[config.mk]
export PLATFORM = sky130hd
export DESIGN_NAME = gaussian_window_conv
export DESIGN_NICKNAME = d
export VERILOG_FILES = /design/src/rtl/gauss_pkg.sv /design/src/rtl/gaussian_window_conv_kernel.sv /design/src/rtl/gaussian_window_conv.sv
export SDC_FILE = /design/constraint.sdc
export NUM_CORES = 1
export LEC_CHECK = 0
export ABC_AREA = 1
export BUFFER_PORTS_ARGS = -buffer_cell sky130_fd_sc_hd__buf_2
export CORE_MARGIN = 2
export CORE_UTILIZATION = 55
export CTS_BUF_LIST = sky130_fd_sc_hd__clkbuf_4
export DETAILED_ROUTE_END_ITERATION = 7
export PLACE_DENSITY = 0.73
export SYNTH_ARGS = -nofsm -noshare
export SYNTH_HDL_FRONTEND = slang
export SYNTH_SLANG_ARGS = --single-unit
[constraint.sdc]
create_clock -name clk -period 34.8 [get_ports clk]
set_input_delay 3.48 -clock clk [delete_from_list [all_inputs] [get_ports clk]]
set_output_delay 3.48 -clock clk [all_outputs]
set_load 0.03 [all_outputs]
[src/rtl/gauss_pkg.sv]
// Shared constants and types for the 3x3 Gaussian window filter.
// Kernel is the separable [1 2 1] x [1 2 1] / 16.
package gauss_pkg;

    localparam int CH_W    = 8;
    localparam int NUM_CH  = 3;
    localparam int WIDTH_W = 11;

    localparam int W_EDGE = 1;
    localparam int W_SIDE = 2;
    // Centre weight is W_SIDE*W_SIDE, realised by the separable sums.
    localparam int W_CTR  = W_SIDE * W_SIDE;

    localparam int ROUND = 8;
    localparam int SHIFT = 4;

    localparam int HSUM_W = CH_W + 2;
    localparam int VSUM_W = CH_W + 4;

    typedef struct packed {
        logic v;
        logic e;
    } vld_t;

    function automatic logic [HSUM_W-1:0] hsum(
        input logic [CH_W-1:0] l,
        input logic [CH_W-1:0] m,
        input logic [CH_W-1:0] r
    );
        return HSUM_W'(l) * HSUM_W'(W_EDGE)
             + HSUM_W'(m) * HSUM_W'(W_SIDE)
             + HSUM_W'(r) * HSUM_W'(W_EDGE);
    endfunction

endpackage

[src/rtl/gaussian_window_conv_kernel.sv]
// One colour channel of the 3x3 kernel: row sums, then a
// rounded column sum. Two register stages.
module gauss_kernel_ch
    import gauss_pkg::*;
(
    input  logic                      clk,
    input  logic                      reset,
    input  logic                      h_en_i,
    input  logic                      v_en_i,
    input  logic [2:0][2:0][CH_W-1:0] px_i,
    output logic [CH_W-1:0]           px_o
);

    logic [2:0][HSUM_W-1:0] h_q;
    logic [VSUM_W-1:0]      v_d;
    logic [CH_W-1:0]        px_q;

    // Stage 1: horizontal weighted sum of each window row.
    always_ff @(posedge clk or posedge reset) begin
        if (reset) begin
            h_q <= '0;
        end else if (h_en_i) begin
            for (int r = 0; r < 3; r++) begin
                h_q[r] <= hsum(px_i[r][0], px_i[r][1], px_i[r][2]);
            end
        end
    end

    // Vertical weighted sum plus rounding; max 4088 fits VSUM_W.
    always_comb begin
        v_d = VSUM_W'(h_q[0]) * VSUM_W'(W_EDGE)
            + VSUM_W'(h_q[1]) * VSUM_W'(W_SIDE)
            + VSUM_W'(h_q[2]) * VSUM_W'(W_EDGE)
            + VSUM_W'(ROUND);
    end

    // Stage 2: scaled result, held while no valid output.
    always_ff @(posedge clk or posedge reset) begin
        if (reset) begin
            px_q <= '0;
        end else if (v_en_i) begin
            px_q <= v_d[SHIFT +: CH_W];
        end
    end

    assign px_o = px_q;

endmodule

[src/rtl/gaussian_window_conv.sv]
// 3x3 Gaussian window builder and filter fed by two line buffers.
// Emits interior pixels only, three cycles after the input column.
module gaussian_window_conv #(
    parameter int CH_W    = gauss_pkg::CH_W,
    parameter int NUM_CH  = gauss_pkg::NUM_CH,
    parameter int WIDTH_W = gauss_pkg::WIDTH_W
) (
    input  logic                     clk,
    input  logic                     reset,
    input  logic [WIDTH_W-1:0]       img_width,
    input  logic                     sof_i,
    input  logic                     valid_i,
    input  logic [CH_W*NUM_CH-1:0]   row0_i,
    input  logic [CH_W*NUM_CH-1:0]   row1_i,
    input  logic [CH_W*NUM_CH-1:0]   row2_i,
    output logic                     valid_o,
    output logic [CH_W*NUM_CH-1:0]   data_o,
    output logic                     eol_o
);
    import gauss_pkg::*;

    localparam int PIX_W = CH_W * NUM_CH;

    logic [WIDTH_W-1:0]          col_cnt_q, col_cnt_d;
    logic [WIDTH_W-1:0]          width_q, width_d;
    logic [WIDTH_W-1:0]          col_eff, w_eff;
    logic                        last_col;
    logic [2:0][2:0][PIX_W-1:0]  win_q;
    vld_t                        p1_q, p1_d, p2_q;
    logic                        valid_q, eol_q;

    // Column position and line width; sof forces column 0.
    always_comb begin
        col_eff   = sof_i ? '0 : col_cnt_q;
        w_eff     = (col_eff == '0) ? img_width : width_q;
        last_col  = (col_eff == w_eff - 1'b1);
        col_cnt_d = col_cnt_q;
        width_d   = width_q;
        p1_d      = '0;
        if (valid_i) begin
            width_d   = w_eff;
            col_cnt_d = last_col ? '0 : col_eff + 1'b1;
            p1_d.v    = (col_eff >= WIDTH_W'(2))
                     && (w_eff >= WIDTH_W'(3));
            p1_d.e    = last_col;
        end
    end

    // Counter, sampled width and first valid/eol stage.
    always_ff @(posedge clk or posedge reset) begin
        if (reset) begin
            col_cnt_q <= '0;
            width_q   <= '0;
            p1_q      <= '0;
        end else begin
            col_cnt_q <= col_cnt_d;
            width_q   <= width_d;
            p1_q      <= p1_d;
        end
    end

    // Column shift registers: index 2 is the newest column.
    always_ff @(posedge clk or posedge reset) begin
        if (reset) begin
            win_q <= '0;
        end else if (valid_i) begin
            win_q[0] <= {row0_i, win_q[0][2], win_q[0][1]};
            win_q[1] <= {row1_i, win_q[1][2], win_q[1][1]};
            win_q[2] <= {row2_i, win_q[2][2], win_q[2][1]};
        end
    end

    // Valid/eol pipeline aligned with the kernel stages.
    always_ff @(posedge clk or posedge reset) begin
        if (reset) begin
            p2_q    <= '0;
            valid_q <= 1'b0;
            eol_q   <= 1'b0;
        end else begin
            p2_q    <= p1_q;
            valid_q <= p2_q.v;
            eol_q   <= p2_q.v && p2_q.e;
        end
    end

    for (genvar g_ch = 0; g_ch < NUM_CH; g_ch++) begin : g_chan
        logic [2:0][2:0][CH_W-1:0] px;

        // Slice this channel out of the 3x3 pixel window.
        always_comb begin
            for (int r = 0; r < 3; r++) begin
                for (int k = 0; k < 3; k++) begin
                    px[r][k] = win_q[r][k][g_ch*CH_W +: CH_W];
                end
            end
        end

        gauss_kernel_ch u_kernel (
            .clk    (clk),
            .reset  (reset),
            .h_en_i (p1_q.v),
            .v_en_i (p2_q.v),
            .px_i   (px),
            .px_o   (data_o[g_ch*CH_W +: CH_W])
        );
    end

    assign valid_o = valid_q;
    assign eol_o   = eol_q;

endmodule

==> results by group, run 1 <==
Timing
  – Worst-margin pin slew: 1.03 ns
  – Post-route setup TNS: 0 ns
  – Clk_skew: 0.0527 ns
  – Unrepaired setup endpoints after global routing: false
  – # setup viols final: 0
  – Slew Viols, Final: 0
  – Final hold viol count: 0
  – Slew HR: 31.7%
  – Final min period: 5.81 ns
  – Final critical-path share of the clock period: 16.7%
  – Max Fclk: 172 MHz

Global routing
  – Met3 Usage GRT: 4.25%
  – Global route total overflow: 0
  – GR Util All Layers: 24.1%
  – Largest net degree at the start of global routing: 152
  – Met1 usage: 32.3%
  – First-pass GRT wire length: 74100 um
  – GR Util met2: 40.3%
  – Initial antenna violation count: 2
  – GR peak layer: met2
  – Vias in the first global route: 15200

Pwr
  – Pwr Total: 0.00174 W
  – Leakage power: 12.2 nW
  – Peak supply drop: 0.0451 mV
  – PD cells: 78.0 nW/um^2

Finish
  – Multi-input logic area: 10200 sq um
  – Register Area: 8960 sq um
  – Layout cells sized above 1: 14.0%
  – Filler instances: 3164
  – Nets: 2763
  – Area Growth Syn to Fin: 10.8%

Synthesis
  – Net Count, Synth: 2623
  – Yosys top cell area share: 44.5%
  – Top post-synthesis cells by area: dfrtp_1 45%, nand2_1 18%, fa_1 9.9%
  – Synth area leader: dfrtp_1
  – Ys async rst share: 100%
  – Post-synthesis sequential area ratio: 44.5%
  – Seq cells post-synth: 358
  – Top FF cell, synth: dfrtp_1
  – Most instantiated cells after synthesis: 969 x nand2_1, 358 x dfrtp_1, 160 x inv_1
  – Most frequent cell after synthesis: nand2_1
  – Post-Syn Area: 20100 sq um
  – Post-synth EDFFs: 0
  – Mapped Cells: 2300
  – Avg Cell Area, Syn: 8.75 sq um
  – Synth warn: 0
  – Yosys cell types: 44

Floorplanning
  – I/O pins: 113
  – DIE WIDTH: 195 um
  – Initial core utilization: 55.3%
  – Die Area: 38100 sq um
  – Die H: 195 um
  – Core area: 36300 sq um
  – Num rows: 70

Setup path
  – Critical path type: in2reg
  – Worst setup path startpoint: sof_i
  – R2R depth: 22
  – CP arrival: 6.45 ns
  – Reg2reg start: col_cnt_q[0]
  – Critical Path RT: 35.44 ns
  – Reg2reg end: col_cnt_q[7]
  – R2r setup slk: 31.35 ns
  – CP endpoint: col_cnt_q[7]
  – Worst Setup End Kind: flip-flop
  – Worst Setup Start Kind: input port
  – Max FO, Critical Path: 14

Drt
  – Final wirelength: 43200 um
  – Vias: 15100
  – Vias per inst: 5.07
  – Remaining antenna violation count: 0
  – Pre-antenna DRT Iters: 5
  – Residual DRC count: 0
  – Avg WL per Cell: 14.5 um
  – Detailed Route Iter0 Violations: 885

Clock network
  – TritonCTS buffer count: 96
  – Num Clock Sinks: 358
  – Worst-Skew Late Latency: 0.79 ns
  – # Post-CTS Setup Buffers: 0
  – H-tree lvl count: 3
  – # hold bufs at CTS: 0
  – Clock root buffer: clkbuf_4
  – Clk pin slew, worst setup/hold paths: 0.07 ns
  – CTS tree: yes
  – Clk buf depth: 3
  – Post-cts gate resize count: 0

Placement
  – RD Place Congestion: 0.860
  – Port-buffer cells: 112
  – Final HPWL DP: 30700 um

Worst hold path
  – Hold/Removal Path Class: reg2reg

Job
  – Max-Cap Viols: 0

Outcome
  – Status: completed
-- area by class of cell --
cell class              count  share of cell area (%)
diodes                      2                  0.0225
clock buffers             146                    4.92
clock inverters            18                   0.690
inverters                 166                    2.87
multi-input cells        1697                    45.8
flip-flops and latches    358                    40.2
well taps                 468                    2.63
repair buffers            121                    2.90
-- critical path: stages --
cell     delay (ns)
buf_2          0.13
nor2_1         0.09
inv_1          0.11
ha_1           0.25
inv_1          0.06
nor2_1         0.20
nand3_4        0.24
nand2_1        0.21
nand2_4        0.09
ha_1           0.26
xnor2_1        0.21
inv_1          0.06
nand2_1        0.06
nand2_1        0.04
nor2_1         0.09
nand2_1        0.07
nor2_2         0.08
nand3_1        0.09
nor2_2         0.10
nand3_2        0.32
nand2_2        0.15
nand2_1        0.06
-- cells by family after synthesis --
family                     after synthesis  synth area share (%)
AOI/OAI and AO/OA                      193                  5.55
xor gates and xnor gates                34                  1.48
buffers and inverters                  245                  4.74
adders and majority gates              236                  18.4
and+or+nand+nor                       1234                  25.3
DFF                                    358                  44.5
-- state kept, by name (all words and copies together) (netlist names) --
name,count
col_cnt_q,11
eol_o,1
g_chan.px,216
g_chan.u_kernel.h_q,90
g_chan.u_kernel.px_o,24
p1_q,2
p2_q,2
valid_o,1
width_q,11
-- worst min-delay path by stage --
| stage | startpoint | end | depth (start not counted) |
|---|---|---|---|
| final | p1_q[0] | p2_q[0] | 0 |
| after global routing | p1_q[0] | p2_q[0] | 0 |
| after CTS | p1_q[0] | p2_q[0] | 0 |
| after detailed placement | p1_q[0] | p2_q[0] | 0 |
| after global placement | p1_q[0] | p2_q[0] | 0 |
| after floorplan | p1_q[0] | p2_q[0] | 0 |
-- power by group --
group	leakage, nW	total, W	internal, W	switching, W
clock network	0.749	0.000385	0.000211	0.000174
logic	6.97	0.000751	0.000310	0.000441
registers	4.47	0.000603	0.000511	0.0000923
-- metal layers --
layer | routed length, um | share of wire (%)
met1 | 19300 | 45
met5 | 0 | 0
met3 | 1860 | 4.3
met2 | 21200 | 49
met4 | 911 | 2.1
-- cell usage in the layout, fill, tap and decap left out, types with 37 or more instances in the layout --
| cell type | netlist | routed |
|---|---|---|
| dfrtp_1 | 358 | 358 |
| buf_2 | 0 | 111 |
| nand2_1 | 969 | 969 |
| nor2_1 | 128 | 128 |
| o21ai_0 | 84 | 84 |
| nand3_1 | 37 | 37 |
| clkbuf_4 | 0 | 146 |
| ha_1 | 137 | 137 |
| inv_1 | 160 | 158 |
| a21oi_1 | 47 | 47 |
| fa_1 | 99 | 99 |
-- per-stage QoR --
stage	worst slack, ns	cell area (sq um)	cells	hold slack [ns]	utilization (%)
6_report	28.99	22300	2976	0.361	61.3
5_1_grt	28.74	22300	2976	0.384	61.3
4_1_cts	29.03	22300	2974	0.357	61.3
3_5_place_dp	28.22	21000	2810	0.341	57.9
3_3_place_gp	28.27	21000	2810	0.337	57.9
2_1_floorplan	21.39	20100	2300	0.331	-
Note: power is estimated with default switching activity, not from simulation.
==> inputs of run 2 (changes only) <==
==> constraint.sdc (replaced) <==
create_clock -name clk -period 6.09 [get_ports clk]
set_input_delay 0.609 -clock clk [delete_from_list [all_inputs] [get_ports clk]]
set_output_delay 0.609 -clock clk [all_outputs]
set_load 0.03 [all_outputs]
==> results by group, run 2 (same netlist as run 1, synthesis figures left out) <==
Setup path
  – Worst Setup Start Kind: flip-flop
  – Critical path cell sequence: inv_1, nor2_1, inv_1, ha_1, inv_1, nor2_1, nand3_4, nand2_1, nand2_4, ha_1, xnor2_1, inv_1, nand2_1, nand2_1, nor2_1, nand2_1, nor2_2, nand3_1, nor2_2, nand3_2, nand2_1, nand2_1
  – Critical Path RT: 6.75 ns (-28.69 ns)
  – CP arrival: 4.10 ns (-2.35 ns)
  – Top Family by Delay on Critical Path: simple AND/OR/NAND/NOR gates
  – CP max-delay cell: dfrtp_1
  – Worst path most repeated cell: nand2_1
  – Worst path bufs/invs: 4 (unchanged)
  – Critical path type: reg2reg
  – Worst Setup End Kind: flip-flop
  – CP max stage delay: 0.39 ns (+0.07 ns)
  – Max FO, Critical Path: 14 (unchanged)

Drt
  – Vias per inst: 5.01 (-1.1%)
  – Remaining antenna violation count: 0 (unchanged)
  – Avg WL per Cell: 14.1 um (-2.6%)
  – Vias: 15000 (-0.34%)
  – Pre-antenna DRT Iters: 5 (unchanged)
  – Detailed Route Iter0 Violations: 745 (-16%)
  – Final wirelength: 42400 um (-1.9%)
  – Residual DRC count: 0 (unchanged)

Timing
  – Unrepaired setup endpoints after global routing: false
  – Slew Viols, Final: 0 (unchanged)
  – Max Fclk: 291 MHz
  – Post-route setup TNS: 0 ns (unchanged)
  – Slew HR: 36.3% (+4.6 points)
  – Final hold viol count: 0 (unchanged)
  – # setup viols final: 0 (unchanged)
  – Final critical-path share of the clock period: 56.5%
  – Final min period: 3.44 ns
  – Worst setup margin: 2.65 ns (-26.34 ns)
  – Clk_skew: 0.0640 ns (+0.0113 ns)
  – Worst-margin pin slew: 0.956 ns (-0.0695 ns)

Floorplanning
  – Initial core utilization: 55.3% (unchanged)
  – I/O pins: 113 (unchanged)
  – Die H: 195 um (unchanged)
  – Core area: 36300 sq um (unchanged)
  – Num rows: 70 (unchanged)
  – DIE WIDTH: 195 um (unchanged)
  – Die Area: 38100 sq um (unchanged)

Placement
  – RD Place Congestion: 0.854 (-0.64%)
  – Port-buffer cells: 112 (unchanged)
  – Final HPWL DP: 29800 um (-3.0%)
  – Setup WS pre-CTS: 2.37 ns (-25.85 ns)
  – Dpl cells: 2810 (unchanged)

Clock network
  – Clk buf depth: 3 (unchanged)
  – Post-cts gate resize count: 0 (unchanged)
  – TritonCTS buffer count: 94 (-2.1%)
  – Clk pin slew, worst setup/hold paths: 0.07 ns (about the same)
  – H-tree lvl count: 3 (unchanged)
  – CTS tree: yes
  – Worst-Skew Late Latency: 0.77 ns (-0.02 ns)
  – Clock root buffer: clkbuf_4
  – Num Clock Sinks: 358 (unchanged)

Finish
  – Most common cell after layout, fill and taps aside: nand2_1
  – Area Growth Syn to Fin: 11.8%
  – Final Instance Count excl. Fillers: 2999 (+0.77%)
  – Largest register FFs: 216 (unchanged)
  – Most frequent cells in the layout: 969 x nand2_1, 358 x dfrtp_1, 158 x inv_1
  – Layout cells sized above 1: 13.6% (-0.48 points)
  – Nets: 2787 (+0.87%)

Global routing
  – GR Util All Layers: 23.6% (-0.41 points)
  – Global route total overflow: 0 (unchanged)
  – GR Util met2: 39.1% (-1.1 points)
  – Met1 usage: 31.4% (-0.88 points)
  – Largest net degree at the start of global routing: 186 (+22%)
  – Initial antenna violation count: 1 (-1)
  – First-pass GRT wire length: 73200 um (-1.2%)
  – Vias in the first global route: 15400 (+1.4%)
  – Met3 Usage GRT: 4.66% (+0.41 points)
  – GR peak layer: met2

Pwr
  – PD cells: 435 nW/um^2 (+460%)
  – Peak supply drop: 0.235 mV (+420%)
  – Leakage power: 12.3 nW (+0.49%)

Outcome
  – Status: completed

Job
  – Max-Cap Viols: 0 (unchanged)

Worst hold path
  – Hold/Removal Path Class: in2reg
[run 2: tightest hold or removal path: stages]
cell	delay (ns)
buf_2	0.07
nand2_1	0.04
nand2_1	0.05
[run 2: what timing repair did]
item | 4_1_cts | 5_1_grt
hold buffers | 26 | 0
endpoints found under the hold margin | 42 | 0
setup buffers | 0 | 0
[run 2: metrics by stage]
step / hold slack [ns] / total power [W] / cell area, sq um / utilization (%)
3_5_place_dp: 0.344 / 0.00775 / 21100 / 57.9
3_3_place_gp: 0.346 / 0.00758 / 21100 / 57.9
5_1_grt: 0.0176 / 0.0108 / 22500 / 61.9
2_1_floorplan: 0.331 / 0.00662 / 20100 / -
6_report: 0.0701 / 0.00978 / 22500 / 61.9
4_1_cts: 0.000122 / 0.00990 / 22500 / 61.8
[run 2: routing by layer]
metal  vias to the layer above  wire length (um)
met5                         -                 0
li1                       7602                 -
met1                      7111             19300
met3                        63              1840
met4                         0               967
met2                       259             20300
[run 2: cell type report]
cell class | count | area, sq um
Clock buffer | 138 | 1040
Timing Repair Buffer | 147 | 932
Fill cell | 3095 | 13900
Antenna cell | 2 | 5.00
Multi-Input combinational cell | 1697 | 10200
Tap cell | 468 | 586
Inverter | 166 | 637
Clock inverter | 23 | 123
Sequential cell | 358 | 8960
[run 2: where the power goes]
part / switching (W) / internal (W)
combinational: 0.00251 / 0.00178
clock: 0.000979 / 0.00107
sequential: 0.000524 / 0.00292
total: 0.00401 / 0.00577
[run 2: path summary, 6_finish.rpt]
kind / endpoint / slack [ns] / startpoint / cells past startpoint
worst max register to register: col_cnt_q[8] / 2.65 / col_cnt_q[0] / 22
min in group asynchronous: g_chan[1].px[62] / 0.56 / reset / 3
max in group asynchronous: g_chan[0].px[40] / 4.25 / reset / 4
worst min-delay path: g_chan[2].px[19] / 0.07 / row0_i[19] / 3
worst min register to register: p2_q[0] / 0.36 / p1_q[0] / 0
worst max-delay path: col_cnt_q[8] / 2.65 / col_cnt_q[0] / 22
==> inputs of run 3 (changes only) <==
==> constraint.sdc (replaced) <==
create_clock -name clk -period 3.49 [get_ports clk]
set_input_delay 0.349 -clock clk [delete_from_list [all_inputs] [get_ports clk]]
set_output_delay 0.349 -clock clk [all_outputs]
set_load 0.03 [all_outputs]
==> results by group, run 3 (same netlist as run 1, synthesis figures left out) <==
Timing
  – Unrepaired setup endpoints after global routing: false
  – Final min period: 3.16 ns (-0.284 ns)
  – Max Fclk: 317 MHz (+9.0%)
  – Slew HR: 29.1% (-7.2 points)
  – # setup viols final: 0 (unchanged)
  – Post-route setup TNS: 0 ns (unchanged)
  – Clk_skew: 0.0361 ns (-0.0279 ns)
  – Slew Viols, Final: 0 (unchanged)
  – Final critical-path share of the clock period: 90.4% (+34 points)
  – Worst-margin pin slew: 1.06 ns (+0.108 ns)
  – Final hold viol count: 0 (unchanged)

Global routing
  – Initial antenna violation count: 1 (unchanged)
  – Global route total overflow: 0 (unchanged)
  – Vias in the first global route: 15400 (+0.15%)
  – First-pass GRT wire length: 74800 um (+2.3%)
  – GR Util All Layers: 24.1% (+0.47 points)
  – Largest net degree at the start of global routing: 223 (+20%)

Setup path
  – Critical Path RT: 4.12 ns (-2.63 ns)
  – Critical path cell sequence: fa_1, fa_1, ha_1, nand2_1, o21bai_1, nand2_1, nand2_1, nand2_1, nand2_1, a21oi_1, o21ai_0, nand2_1, nand2_1, or2_2, nand3_1, nand2_1
  – Max FO, Critical Path: 3 (-11)
  – Critical path type: reg2reg
  – Worst path most repeated cell: nand2_1
  – CP arrival: 3.79 ns (-0.31 ns)
  – Worst Setup Start Kind: flip-flop
  – CP max stage delay: 0.46 ns (+0.07 ns)
  – Worst Setup End Kind: flip-flop
  – CP max-delay cell: fa_1

Job
  – Max-Cap Viols: 0 (unchanged)

Placement
  – RD Place Congestion: 0.851 (-0.37%)
  – Port-buffer cells: 112 (unchanged)
  – Final HPWL DP: 30500 um (+2.6%)

Clock network
  – Clk buf depth: 3 (unchanged)
  – Num Clock Sinks: 358 (unchanged)
  – CTS tree: yes
  – TritonCTS buffer count: 95 (+1.1%)
  – H-tree lvl count: 3 (unchanged)
  – Clock root buffer: clkbuf_4
  – Worst-Skew Late Latency: 0.77 ns (about the same)
  – Clk pin slew, worst setup/hold paths: 0.07 ns (about the same)
  – Post-cts gate resize count: 0 (unchanged)

Floorplanning
  – Num rows: 70 (unchanged)
  – Initial core utilization: 55.3% (unchanged)
  – Die H: 195 um (unchanged)
  – I/O pins: 113 (unchanged)
  – DIE WIDTH: 195 um (unchanged)
  – Core area: 36300 sq um (unchanged)
  – Die Area: 38100 sq um (unchanged)

Drt
  – Vias: 15300 (+1.9%)
  – Residual DRC count: 0 (unchanged)
  – Pre-antenna DRT Iters: 5 (unchanged)
  – Vias per inst: 5.00 (-0.23%)
  – Final wirelength: 43300 um (+2.2%)
  – Avg WL per Cell: 14.2 um (about the same)
  – Remaining antenna violation count: 0 (unchanged)
  – Detailed Route Iter0 Violations: 713 (-4.3%)

Finish
  – Final Util: 63.7% (+1.9 points)
  – Largest register FFs: 216 (unchanged)
  – Most common cell after layout, fill and taps aside: nand2_1
  – Layout cells sized above 1: 13.5% (-0.031 points)
  – Nets: 2847 (+2.2%)
  – Most frequent cells in the layout: 969 x nand2_1, 358 x dfrtp_1, 158 x inv_1
  – Area Growth Syn to Fin: 15.2%

Outcome
  – Status: completed

Worst hold path
  – Hold/Removal Path Class: in2reg

Pwr
  – Pwr Total: 0.0173 W (+77%)
  – Leakage power: 12.5 nW (+2.4%)
  – PD cells: 748 nW/um^2 (+72%)
  – Peak supply drop: 0.492 mV (+110%)
-- run 3: cell types whose count changed in the layout (fill, tap and decap cells not counted), moves of 2 or more --
cell,delta
clkinv_1,+6
dlygate4sd3_1,+51
buf_4,+4
buf_12,+4
clkbuf_4,-2
bufinv_16,+2
-- run 3: repair_timing --
item	4_1_cts	5_1_grt
hold buffers	77	0
endpoints found under the hold margin	167	0
buffers inserted	0	0
-- run 3: worst paths after layout --
check,cells after the start,slack (ns),from,to
max,16,0.33,g_chan[1].u_kernel.h_q[2],g_chan[1].u_kernel.px_o[5]
min,5,0.08,img_width[0],width_q[0]
max reg2reg,16,0.33,g_chan[1].u_kernel.h_q[2],g_chan[1].u_kernel.px_o[5]
min reg2reg,0,0.36,p1_q[0],p2_q[0]
max in group asynchronous,4,2.40,reset,g_chan[2].px[59]
min in group asynchronous,3,0.18,reset,g_chan[1].px[16]
-- run 3: layer usage --
metal  part of all wire [%]  global-route usage [%]  up-vias  wire length [um]
met2                     48                    39.4      273             20900
met4                    2.4                    8.14        0              1030
li1                       -                       -     7720                 -
met5                      0                       0        -                 0
met1                     46                    32.7     7254             19800
met3                    3.7                    4.44       74              1600
-- run 3: cell type report --
cell class | count | area (sq um)
clock inverter | 31 | 204
fill | 3083 | 13200
sequential | 358 | 8960
tap | 468 | 586
timing repair buffer | 206 | 1550
clock buffer | 136 | 1020
antenna | 1 | 2.50
inverter | 166 | 637
multi-input combinational | 1697 | 10200
-- run 3: power breakdown --
part           total, W  switching (W)  internal (W)
Sequential      0.00602       0.000924       0.00509
Combinational   0.00758        0.00441       0.00317
Clock           0.00374        0.00173       0.00201
-- run 3: per-stage QoR --
stage	setup WS [ns]	cells	hold WS (ns)	instance area, sq um
3_3_place_gp	0.411	2818	0.339	21200
4_1_cts	0.343	3062	0.000225	23200
2_1_floorplan	-1.66	2300	0.331	20100
5_1_grt	0.0856	3063	0.0929	23200
6_report	0.334	3063	0.0810	23200
3_5_place_dp	0.372	2818	0.345	21200
-- run 3: worst max-delay path: cells and delay by family, from the launching register on --
| family | cells | cell delay (ns) |
|---|---|---|
| fa+ha+maj | 3 | 1.21 |
| simple gates | 10 | 0.96 |
| compound gates | 3 | 0.47 |
| flops | 1 | 0.40 |
